==> config.mk <==
export PLATFORM = sky130hd
export DESIGN_NAME = seq_det_ctrl_flat
export DESIGN_NICKNAME = d
export VERILOG_FILES = /design/src/rtl/seq_det_pkg.sv /design/src/rtl/seq_det_ctrl_if.sv /design/src/rtl/seq_match_core.sv /design/src/rtl/seq_det_ctrl.sv /design/src/flat_wrapper.sv
export SDC_FILE = /design/constraint.sdc
export NUM_CORES = 1
export LEC_CHECK = 0
export ABC_CLOCK_PERIOD_IN_PS = 6600
export CORE_MARGIN = 4
export CORE_UTILIZATION = 30
export DETAILED_ROUTE_END_ITERATION = 10
export HOLD_SLACK_MARGIN = 0.02
export SLEW_MARGIN = 30
export SYNTH_ARGS = -nofsm -noshare
export SYNTH_HDL_FRONTEND = slang
export SYNTH_SLANG_ARGS = --single-unit
==> constraint.sdc <==
create_clock -name clk -period 6.6 [get_ports clk]
set_input_delay 1.98 -clock clk [delete_from_list [all_inputs] [get_ports clk]]
set_output_delay 1.98 -clock clk [all_outputs]
set_load 0.05 [all_outputs]
==> src/rtl/seq_det_pkg.sv <==
// Shared types and defaults for the serial pattern detector.
package seq_det_pkg;

  localparam int MAX_LEN_DEF = 8;
  localparam int CNT_W_DEF   = 8;

  typedef enum logic [1:0] {
    ST_IDLE = 2'd0,
    ST_RUN  = 2'd1,
    ST_DONE = 2'd2
  } state_e;

  function automatic logic len_legal(input logic [3:0] len, input int max_len);
    return (len != 4'd0) && (int'(len) <= max_len);
  endfunction

endpackage

==> src/rtl/seq_det_ctrl_if.sv <==
// Control/data bundle between a requester (master) and the detector (slave).
interface seq_det_ctrl_if #(
  parameter int MAX_LEN = 8,
  parameter int CNT_W   = 8
);
  logic               start;
  logic               abort;
  logic [MAX_LEN-1:0] pat;
  logic [3:0]         len;
  logic [CNT_W-1:0]   target;
  logic               x;
  logic               x_valid;
  logic               z;
  logic               busy;
  logic               done;
  logic               err;
  logic [CNT_W-1:0]   match_cnt;

  modport master (
    output start, abort, pat, len, target, x, x_valid,
    input  z, busy, done, err, match_cnt
  );

  modport slave (
    input  start, abort, pat, len, target, x, x_valid,
    output z, busy, done, err, match_cnt
  );
endinterface

==> src/rtl/seq_match_core.sv <==
// History shift register, fill counter and length-masked compare against the
// incoming bit; hit is a same-cycle result when en is high.
module seq_match_core #(
  parameter int MAX_LEN = 8
) (
  input  logic               clk,
  input  logic               reset,
  input  logic               clear,
  input  logic               en,
  input  logic               x,
  input  logic [MAX_LEN-1:0] pat,
  input  logic [3:0]         len,
  output logic               hit
);
  localparam int FW = $clog2(MAX_LEN + 1);

  logic [MAX_LEN-1:0] hist_q, hist_d;
  logic [FW-1:0]      fill_q, fill_d;
  logic [MAX_LEN-1:0] window;
  logic [MAX_LEN-1:0] mask;

  // NOTE: every signal assigned in always_comb gets a default first so no latch is inferred.
  always_comb begin
    window = {hist_q[MAX_LEN-2:0], x};
    mask   = '0;
    for (int i = 0; i < MAX_LEN; i++) mask[i] = (i < int'(len));
    hit    = en && ((int'(fill_q) + 1) >= int'(len)) && (((window ^ pat) & mask) == '0);

    hist_d = hist_q;
    fill_d = fill_q;
    if (clear) begin
      hist_d = '0;
      fill_d = '0;
    end else if (en) begin
      hist_d = window;
      if (fill_q != FW'(MAX_LEN)) fill_d = fill_q + FW'(1);
    end
  end

  // NOTE: sequential state uses non-blocking assignments so all flops update together.
  always_ff @(posedge clk or negedge reset) begin
    if (!reset) begin
      hist_q <= '0;
      fill_q <= '0;
    end else begin
      hist_q <= hist_d;
      fill_q <= fill_d;
    end
  end

endmodule

==> src/rtl/seq_det_ctrl.sv <==
// Run controller for the serial pattern detector: config latch, FSM, match
// counter and start/err/done handshake around seq_match_core.
module seq_det_ctrl
  import seq_det_pkg::*;
#(
  parameter int MAX_LEN = MAX_LEN_DEF,
  parameter int CNT_W   = CNT_W_DEF
) (
  input  logic           clk,
  input  logic           reset,
  seq_det_ctrl_if.slave  bus
);
  state_e             state_q, state_d;
  logic [MAX_LEN-1:0] pat_q, pat_d;
  logic [3:0]         len_q, len_d;
  logic [CNT_W-1:0]   target_q, target_d;
  logic [CNT_W-1:0]   cnt_q, cnt_d;
  logic               err_q, err_d;

  logic accept, shift_en, hit, reach;

  assign accept   = (state_q == ST_IDLE) && bus.start && len_legal(bus.len, MAX_LEN);
  assign shift_en = (state_q == ST_RUN) && bus.x_valid;
  assign reach    = hit && (target_q != '0) && ((cnt_q + CNT_W'(1)) == target_q);

  seq_match_core #(.MAX_LEN(MAX_LEN)) u_core (
    .clk   (clk),
    .reset (reset),
    .clear (accept),
    .en    (shift_en),
    .x     (bus.x),
    .pat   (pat_q),
    .len   (len_q),
    .hit   (hit)
  );

  always_ff @(posedge clk or negedge reset) begin
    if (!reset) state_q <= ST_IDLE;
    else        state_q <= state_d;
  end

  // Abort wins over a target-reaching match in the same cycle.
  always_comb begin
    state_d = state_q;
    unique case (state_q)
      ST_IDLE: if (accept) state_d = ST_RUN;
      ST_RUN: begin
        if (bus.abort)  state_d = ST_IDLE;
        else if (reach) state_d = ST_DONE;
      end
      ST_DONE: state_d = ST_IDLE;
      default: state_d = ST_IDLE;
    endcase
  end

  always_comb begin
    bus.z         = hit;
    bus.busy      = (state_q == ST_RUN);
    bus.done      = (state_q == ST_DONE);
    bus.err       = err_q;
    bus.match_cnt = cnt_q;
  end

  always_comb begin
    pat_d    = pat_q;
    len_d    = len_q;
    target_d = target_q;
    cnt_d    = cnt_q;
    err_d    = (state_q == ST_IDLE) && bus.start && !len_legal(bus.len, MAX_LEN);
    if (accept) begin
      pat_d    = bus.pat;
      len_d    = bus.len;
      target_d = bus.target;
      cnt_d    = '0;
    end else if (hit && !bus.abort && (cnt_q != '1)) begin
      cnt_d = cnt_q + CNT_W'(1);
    end
  end

  always_ff @(posedge clk or negedge reset) begin
    if (!reset) begin
      pat_q    <= '0;
      len_q    <= '0;
      target_q <= '0;
      cnt_q    <= '0;
      err_q    <= 1'b0;
    end else begin
      pat_q    <= pat_d;
      len_q    <= len_d;
      target_q <= target_d;
      cnt_q    <= cnt_d;
      err_q    <= err_d;
    end
  end

endmodule

==> src/flat_wrapper.sv <==
// flat-port wrapper written by rule: the top's interface ports become plain ports
module seq_det_ctrl_flat import seq_det_pkg::*;
#(
  parameter int MAX_LEN = MAX_LEN_DEF,
  parameter int CNT_W   = CNT_W_DEF
)
  (clk, reset, bus_start, bus_abort, bus_pat, bus_len, bus_target, bus_x, bus_x_valid, bus_z, bus_busy, bus_done, bus_err, bus_match_cnt);
  seq_det_ctrl_if #(.MAX_LEN(MAX_LEN), .CNT_W(CNT_W)) bus_i ();
  input  logic clk;
  input  logic reset;
  input wire logic [$bits(bus_i.start)-1:0] bus_start;
  input wire logic [$bits(bus_i.abort)-1:0] bus_abort;
  input wire logic [$bits(bus_i.pat)-1:0] bus_pat;
  input wire logic [$bits(bus_i.len)-1:0] bus_len;
  input wire logic [$bits(bus_i.target)-1:0] bus_target;
  input wire logic [$bits(bus_i.x)-1:0] bus_x;
  input wire logic [$bits(bus_i.x_valid)-1:0] bus_x_valid;
  output wire logic [$bits(bus_i.z)-1:0] bus_z;
  output wire logic [$bits(bus_i.busy)-1:0] bus_busy;
  output wire logic [$bits(bus_i.done)-1:0] bus_done;
  output wire logic [$bits(bus_i.err)-1:0] bus_err;
  output wire logic [$bits(bus_i.match_cnt)-1:0] bus_match_cnt;
  assign bus_i.start = bus_start;
  assign bus_i.abort = bus_abort;
  assign bus_i.pat = bus_pat;
  assign bus_i.len = bus_len;
  assign bus_i.target = bus_target;
  assign bus_i.x = bus_x;
  assign bus_i.x_valid = bus_x_valid;
  assign bus_z = bus_i.z;
  assign bus_busy = bus_i.busy;
  assign bus_done = bus_i.done;
  assign bus_err = bus_i.err;
  assign bus_match_cnt = bus_i.match_cnt;
  seq_det_ctrl #(.MAX_LEN(MAX_LEN), .CNT_W(CNT_W)) u_core (.clk(clk), .reset(reset), .bus(bus_i));
endmodule
[Word-level counts from Yosys, hierarchy flattened]
Cells that the tools add are included.
Cells by class
  add/subtract/negate cells: 3
  mux-type cells: 11
  reduce and logical (&&, ||, !) cells: 22
  eq/ne operators: 7
  $lt $le $gt $ge: 10
  bitwise operators: 2
Operators with widths (count)
  3-bit by 4-bit less-than comparator with 1-bit output (first input constant): 4
  8-bit 2-to-1 mux: 2
  7-bit 2-to-1 mux: 2
  4-bit 2-to-1 mux: 3
  1-bit logical AND: 11
  8-bit by 1-bit adder with 8-bit output (second input constant): 1
  8-bit AND: 1
  8-bit == test: 1
  8-bit zero test: 1
  1-bit by 4-bit less-than comparator with 1-bit output (first input constant): 2
  2-bit by 4-bit less-than comparator with 1-bit output (first input constant): 2
  8-bit inequality test (second input constant): 1
  8-bit nonzero test: 1
  8-bit XOR: 1
  2-bit 2-to-1 mux: 3
  2-bit nonzero test: 3
  4-bit by 1-bit adder with 5-bit output (second input constant): 1
  5-bit by 4-bit >= comparator with 1-bit output: 1
  4-bit by 1-bit adder with 4-bit output (second input constant): 1
  4-bit <= comparator (second input constant): 1
  4-bit inequality test (second input constant): 1
  2-bit case mux with 2 select lines: 1
  2-bit AND reduction: 2
  4-bit nonzero test: 1
  6 further kinds: 7
Storage, ports and cells
  output and inout bits: 12
  bits of input ports: 26
  word-level logic and storage cells: 63
  bits in registers: 42

[Depth between registers and ports, before layout]
Gate-level depths: netlist (run 1).
  depth in word-level cells: 9
  depth in mapped cells: 9
  gate-level depth less buffers: 8

[Modules after synthesis]
Synthesis (run 1) repeated with hierarchy kept, for this count alone.
Second synthesis, totals
  cells, all modules: 251
  area total of the unflattened synthesis: 2273.4 um2
By module, submodules not included
  seq_det_ctrl: area each 1515.2 um2, sequential area each 775.7 um2, times used 1, cells each 171
  seq_match_core: area each 758.2 um2, sequential area each 275.3 um2, times used 1, cells each 80

[Worst setup path after synthesis (run 1)]
No wires, ideal clock.
  path type: input-to-output
  start point: input bus_x_valid
  end point: output bus_z
  setup slack: 1.079 ns
  stages: 5
  data required time: 4.620 ns
  path buffers: 1
  arrival: 3.541 ns
  path through: buf_2 -> nand2_2 -> a2111oi_0 -> nand3_1 -> nor2_1
Between the ends
  cells in the longest elaborated chain, start to end: 3
RTL lines
  start: declaration: line flat_wrapper.sv:17  | input wire logic [$bits(bus_i.x_valid)-1:0] bus_x_valid;
  1-bit logical AND: line seq_det_ctrl.sv:23  | assign shift_en = (state_q == ST_RUN) && bus.x_valid;
  1-bit logical AND (2 in series): line seq_match_core.sv:27  | hit = en && ((int'(fill_q) + 1) >= int'(len)) && (((window ^ pat) & mask) == '0);
  end: declaration: line flat_wrapper.sv:18  | output wire logic [$bits(bus_i.z)-1:0] bus_z;
Every way passes these cells.

[Worst setup path after layout (run 1)]
Ends and elaborated chain as after synthesis.

==> parameters.txt, run 1 <==
Parameter                              Value

STA
  Fin. Hold Viols ... 0
  Setup TNS Final ... 0 ps
  Highest clock frequency the design can meet ... 0.1662 GHz
  Post-Route Skew ... 3.600 ps
  Minimum clock period ... 6016 ps
  RSZ-0062 raised after global routing ... false
  Number of max-slew violations in the final report ... 0
  Transition time of the tightest slew-check pin ... 786.1 ps
  Final number of setup-violating endpoints ... 0
  Worst slew margin relative to its limit ... 0.4745
  Final worst path period share ... 0.9116

Global routing
  Maximum number of pins on one net before global-route repair ... 43
  Met2 demand-to-capacity share in global routing ... 0.1967
  Wire length of the first global-routing pass ... 9232 um
  Total congestion overflow ... 0
  Via count of the first global-routing pass ... 1,938
  GRT Total Usage ... 0.1265
  Met3 usage ... 0.02424
  Busiest layer in global routing ... met2
  Initial antenna violation count ... 0
  Met1 usage in global routing ... 0.1792

Synth
  Post-synth design cell area ... 2340 um2
  Number of unique standard cell types used by synthesis ... 45
  Synth Instances ... 268
  Average cell area after synthesis ... 8.730 um2
  Flop and latch count out of synthesis ... 42
  Net Count, Synth ... 301
  Count of yosys warnings during synthesis ... 0
  Portion of the post-synthesis area used by sequential elements ... 0.4492

Critical path
  Cell breakdown of the critical path ... clkdlybuf4s50_1 > nand2_2 > a2111oi_0 > nand3_1 > nor2_1 > buf_12
  Worst Path Max Fanout ... 9
  Setup crit end kind ... output pin
  WP data required ... 4620 ps
  Setup slack, reg-to-reg ... 3650 ps
  Data arrival time of the worst path ... 4040 ps
  Max stage delay cell, worst path ... sky130_fd_sc_hd__clkdlybuf4s50_1
  Slowest stage delay, CP ... 660 ps
  Worst Setup Path Type ... in -> out
  Startpoint Class ... primary input

Power
  Total power draw ... 0.7146 mW
  IR drop worst, VDD ... 65.36 uV
  Pwr dens ... 248.0 nW/um2
  Reported leakage power ... 1.264 nW

Cells and area
  Final net count ... 332
  Leading cell types in the layout, fill and taps excluded ... sky130_fd_sc_hd__nand2_1 (69), sky130_fd_sc_hd__dfrtp_1 (42), sky130_fd_sc_hd__clkdlybuf4s50_1 (35)
  Syn-to-layout area delta ... 23.15%
  Fin cells ... 399
  Most common cell after layout, fill and taps aside ... sky130_fd_sc_hd__nand2_1
  Share of final-layout standard cells stronger than drive strength 1 ... 0.04667
  Number of antenna cells inserted ... 0

Detailed routing
  Number of design rule violations left after detail routing ... 0
  First-pass iteration count of the detailed router ... 4
  Final ANT Viol Nets ... 0
  Total number of vias ... 1,918
  Iteration-0 DRC count of the detailed router ... 121
  Per-cell routed wire length ... 13.30 um
  Number of vias per cell after detailed routing ... 4.807
  Wire length after detailed routing ... 5307 um

Floorplan
  Height of the die ... 96.31 um
  Placeable core region ... 7408 um2
  Starting density of the core ... 0.3158
  Area enclosed by the die boundary ... 9276 um2
  Chip width ... 96.31 um
  I/O pin total ... 38
  Number of rows created at floorplan ... 31

CTS
  Clock tree sinks ... 42
  Quantity of hold-fixing buffers added after cts ... 0
  Maximum level of the CTS H-tree ... 2
  Clock transition time at the flip-flop clock pins of the worst setup and hold paths ... 80 ps
  # resized after CTS ... 0
  Insertion delay to the later sink of the worst-skew pair ... 290 ps
  Deepest clock path buffer count ... 2
  CTS Root Cell ... sky130_fd_sc_hd__clkbuf_8
  CTS Buf Count ... 5
  TritonCTS clock tree ... yes
  Post-CTS Setup Inserts ... 0

Placement
  Number of instances in the placed design ... 391
  PortBufs ... 37
  Final HPWL DP ... 3934 um
  GP Congestion ... 0.8096

Worst hold path
  Class of the tightest hold or removal check ... reg -> reg

Run status
  Status ... complete, no violations

Flow run
  Max-capacitance violation count ... 0
## flip-flops by register name, summed over array words and instances (netlist names)
signal and count:
u_core.state_q 2, u_core.u_core.hist_q 7, u_core.target_q 8, u_core.u_core.fill_q 4, u_core.bus.match_cnt 8, u_core.bus.err 1
u_core.pat_q 8, u_core.len_q 4
## synth_stat cells (all sizes together)
master	instances	area share
clkbuf	12	0.019
nor2b	2	0.0053
a21o	1	0.0032
nor2	11	0.018
and3	3	0.0080
a2111oi	2	0.0080
o41ai	1	0.0037
or3	1	0.0027
a31oi	2	0.0053
buf	2	0.0069
nand4	3	0.0080
or4b	3	0.013
a41oi	1	0.0037
or4	3	0.0096
o221ai	3	0.011
and3b	1	0.0037
o211ai	1	0.0032
dfrtp	42	0.45
a211oi	3	0.0096
a31o	1	0.0037
ha	7	0.037
mux2i	2	0.0086
nand3	16	0.034
nor4	3	0.0080
xor2	12	0.045
inv	12	0.019
xnor3	1	0.0096
nor3	1	0.0021
xnor2	10	0.037
a21oi	12	0.026
o21ai	11	0.024
a21boi	1	0.0032
o2111a	1	0.0048
and2b	1	0.0032
o31ai	1	0.0032
o22ai	2	0.0053
nand2	70	0.11
nand2b	3	0.0080
nand3b	2	0.0064
and4	1	0.0037
or2	1	0.0027
## path summary, 6_finish.rpt
kind	from	to	cells past startpoint
min in group asynchronous	reset	u_core.bus.match_cnt[1]	1
min	u_core.state_q[1]	u_core.state_q[0]	1
max reg2reg	u_core.state_q[1]	u_core.bus.match_cnt[7]	6
max	bus_x_valid	bus_z	6
min reg2reg	u_core.state_q[1]	u_core.state_q[0]	1
max in group asynchronous	reset	u_core.u_core.fill_q[0]	1
## through the flow
stage          hold slack [ps]    util  instance area (um2)  worst slack (ps)
5_1_grt                  534.1  0.3890                 2882             477.2
4_1_cts                  505.1  0.3886                 2879             570.0
6_report                 498.9  0.3890                 2882             583.8
3_5_place_dp             485.8  0.3763                 2788             597.8
2_1_floorplan            464.3       -                 2340              1079
3_3_place_gp             484.6  0.3763                 2788             626.1
## layout make-up
cell class / instances / area (um2)
repair buffers: 38 / 385.4
clock buffers: 7 / 86.33
clock inverters: 1 / 5.005
inverters: 12 / 45.04
flip-flops and latches: 42 / 1051
multi-input cells: 200 / 1185
well taps: 99 / 123.9
fillers: 763 / 4527
## worst max-delay path, delay by kind of cell
family          cells  cell delay [ps]
compound gates      1              600
buf+inv             2              840
simple gates        3              610
## metal layers
| metal | vias to the layer above | wire length [um] |
|---|---|---|
| met5 | - | 0 |
| met4 | 0 | 71 |
| met3 | 6 | 278 |
| met2 | 40 | 2317 |
| met1 | 894 | 2640 |
| li1 | 978 | - |
## power breakdown
| part | internal, mW | leakage [nW] | switching, mW |
|---|---|---|---|
| logic | 0.0892 | 0.666 | 0.108 |
| clock network | 0.0845 | 0.0482 | 0.0884 |
| registers | 0.299 | 0.549 | 0.0459 |
## kinds of logic (layout without fill, tap and decap cells)
family / after synthesis / in the layout / synth area share
adder cells (fa/ha/maj): 7 / 7 / 0.03743
buffers and inverters: 26 / 58 / 0.04545
flip-flops: 42 / 42 / 0.4492
AND/OR/NAND/NOR: 125 / 125 / 0.2497
AO/OA/AOI/OAI: 43 / 43 / 0.1177
multiplexers: 2 / 2 / 0.008556
XOR/XNOR: 23 / 23 / 0.09198
Note: power is estimated with default switching activity, not from simulation.
==> inputs of run 2 (changes only) <==
--- a/config.mk
+++ b/config.mk
@@ -11,4 +11,5 @@
 export DETAILED_ROUTE_END_ITERATION = 10
 export HOLD_SLACK_MARGIN = 0.02
+export SETUP_SLACK_MARGIN = 0.02
 export SLEW_MARGIN = 30
 export SYNTH_ARGS = -nofsm -noshare
==> constraint.sdc (replaced) <==
create_clock -name clk -period 6.6 [get_ports clk]
set_input_delay 1.98 -clock clk [delete_from_list [all_inputs] [get_ports clk]]
set_output_delay 1.98 -clock clk [all_outputs]
set_load 0.01 [all_outputs]
==> parameters.txt, run 2 (synthesis results as in run 1) <==
Parameter                              Value

Run status
  Status ... complete, no violations

Critical path
  Data arrival time of the worst path ... 4170 ps (+130 ps)
  Capturing point of the worst reg2reg path ... u_core.bus.match_cnt[7]
  Slowest stage delay, CP ... 570 ps (-90 ps)
  Largest delay contributor family on the critical path ... buffers and inverters
  Startpoint Class ... primary input
  Setup slack, reg-to-reg ... 3560 ps (-90 ps)
  Number of cells on the critical path ... 7 (+1)
  Cell breakdown of the critical path ... clkdlybuf4s50_1 > xnor2_1 > a21oi_1 > a2111oi_0 > nand3_1 > nor2_1 > clkdlybuf4s50_1
  Worst Setup Path Type ... in -> out
  Most prevalent standard cell on the critical path ... sky130_fd_sc_hd__clkdlybuf4s50_1
  Critical path buffers and inverters ... 2 (unchanged)
  Max stage delay cell, worst path ... sky130_fd_sc_hd__clkdlybuf4s50_1
  Setup crit end kind ... output pin
  Number of cells on the worst reg-to-reg path ... 6 (unchanged)
  Worst Path Max Fanout ... 2 (-7)
  WP data required ... 4620 ps (about the same)
  Launch instance of the worst register-to-register path ... u_core.state_q[1]

STA
  Hold_ws ... 503.0 ps (+4.059 ps)
  Number of max-slew violations in the final report ... 0 (unchanged)
  Final setup slack of the worst path ... 454.4 ps (-129.4 ps)
  Highest clock frequency the design can meet ... 0.1627 GHz (-2.1%)
  Fin. Hold Viols ... 0 (unchanged)
  Transition time of the tightest slew-check pin ... 841.5 ps (+55.47 ps)
  Final worst path period share ... 0.9312 (+0.01960)
  Worst slew margin relative to its limit ... 0.4374 (-0.03708)
  Final number of setup-violating endpoints ... 0 (unchanged)
  Setup TNS Final ... 0 ps (unchanged)
  Minimum clock period ... 6146 ps (+129.4 ps)
  RSZ-0062 raised after global routing ... false
  Post-Route Skew ... 7.089 ps (+3.489 ps)

Cells and area
  Most common cell after layout, fill and taps aside ... sky130_fd_sc_hd__nand2_1
  Leading cell types in the layout, fill and taps excluded ... sky130_fd_sc_hd__nand2_1 (69), sky130_fd_sc_hd__dfrtp_1 (42), sky130_fd_sc_hd__clkdlybuf4s50_1 (36)
  Syn-to-layout area delta ... 23.05% (about the same)
  Fillers ... 746 (-2.2%)
  Final net count ... 333 (+0.30%)
  Share of final-layout standard cells stronger than drive strength 1 ... 0.04651 (-0.0001550)
  Final core utilization ... 0.3886 (about the same)
  Number of antenna cells inserted ... 0 (unchanged)

Global routing
  Via count of the first global-routing pass ... 1,982 (+2.3%)
  Met3 usage ... 0.02658 (+0.002346)
  GRT Total Usage ... 0.1300 (+0.003421)
  Maximum number of pins on one net before global-route repair ... 43 (unchanged)
  Total congestion overflow ... 0 (unchanged)
  Met2 demand-to-capacity share in global routing ... 0.2013 (+0.004600)
  Wire length of the first global-routing pass ... 9432 um (+2.2%)
  Initial antenna violation count ... 0 (unchanged)
  Busiest layer in global routing ... met2
  Met1 usage in global routing ... 0.1820 (+0.002826)

CTS
  Insertion delay to the later sink of the worst-skew pair ... 290 ps (about the same)
  CTS Buf Count ... 5 (unchanged)
  Clock transition time at the flip-flop clock pins of the worst setup and hold paths ... 80 ps (about the same)
  Quantity of hold-fixing buffers added after cts ... 0 (unchanged)
  TritonCTS clock tree ... yes
  Maximum level of the CTS H-tree ... 2 (unchanged)
  Deepest clock path buffer count ... 2 (unchanged)
  # resized after CTS ... 0 (unchanged)
  Clock tree sinks ... 42 (unchanged)
  Post-CTS Setup Inserts ... 0 (unchanged)
  CTS Root Cell ... sky130_fd_sc_hd__clkbuf_8

Placement
  PortBufs ... 37 (unchanged)
  GP Congestion ... 0.7839 (-3.2%)
  Final HPWL DP ... 3925 um (-0.22%)
  Worst-case setup slack after placement ... 460.9 ps (-136.9 ps)

Detailed routing
  First-pass iteration count of the detailed router ... 4 (unchanged)
  Final ANT Viol Nets ... 0 (unchanged)
  Total number of vias ... 1,927 (+0.47%)
  Iteration-0 DRC count of the detailed router ... 166 (+37%)
  Number of design rule violations left after detail routing ... 0 (unchanged)
  Per-cell routed wire length ... 13.70 um (+3.0%)
  Wire length after detailed routing ... 5478 um (+3.2%)
  Number of vias per cell after detailed routing ... 4.818 (+0.22%)

Floorplan
  I/O pin total ... 38 (unchanged)
  Chip width ... 96.31 um (unchanged)
  Starting density of the core ... 0.3158 (unchanged)
  Area enclosed by the die boundary ... 9276 um2 (unchanged)
  Number of rows created at floorplan ... 31 (unchanged)
  Height of the die ... 96.31 um (unchanged)
  Placeable core region ... 7408 um2 (unchanged)

Worst hold path
  Class of the tightest hold or removal check ... reg -> reg
  WHS Endpoint ... u_core.pat_q[0]
  Worst Hold Depth ... 2 (+1)
  Hold path startpoint ... u_core.pat_q[0]

Power
  Reported leakage power ... 1.264 nW (about the same)
  Pwr dens ... 245.3 nW/um2 (-1.1%)
  IR drop worst, VDD ... 107.4 uV (+64%)

Flow run
  Max-capacitance violation count ... 0 (unchanged)
## run 2: report_power, final
group / leakage (nW) / switching, mW / total (mW) / internal (mW)
Sequential: 0.549 / 0.0466 / 0.345 / 0.299
Clock: 0.0482 / 0.0856 / 0.170 / 0.0844
Combinational: 0.667 / 0.101 / 0.191 / 0.0895
Total: 1.26 / 0.234 / 0.706 / 0.473
## run 2: tightest hold or removal path: stages (launching register included)
cell and delay, ps:
sky130_fd_sc_hd__dfrtp_1 360, sky130_fd_sc_hd__nand2_1 60, sky130_fd_sc_hd__nand2_1 60
## run 2: final cells by class
| cell class | instances | area, um2 | area share |
|---|---|---|---|
| Clock buffer | 7 | 86.33 | 0.02999 |
| Clock inverter | 1 | 5.005 | 0.001738 |
| Inverter | 12 | 45.04 | 0.01565 |
| Multi-Input combinational cell | 200 | 1185 | 0.4116 |
| Sequential cell | 42 | 1051 | 0.3651 |
| Tap cell | 99 | 123.9 | 0.04302 |
| Timing Repair Buffer | 39 | 382.9 | 0.1330 |
## run 2: how the worst max path moves through the flow
stage / from / to / slack, ps
after detailed placement: bus_x / bus_z / 460
after global placement: bus_x / bus_z / 510
after global routing: bus_x / bus_z / 270
after floorplan: bus_x_valid / bus_z / 1570
after CTS: bus_x / bus_z / 450
final: bus_x / bus_z / 450
## run 2: through the flow
stage	power [mW]	area, um2	instances
detailed placement	0.5426	2785	392
floorplan	0.4808	2340	268
finish	0.7062	2879	400
CTS	0.7172	2877	400
global placement	0.5363	2785	392
global route	0.7631	2879	400
## run 2: per-layer routing
metal	share of wire	up-vias
li1	-	983
met5	0	-
met1	0.50	896
met3	0.052	5
met2	0.44	43
met4	0.011	0
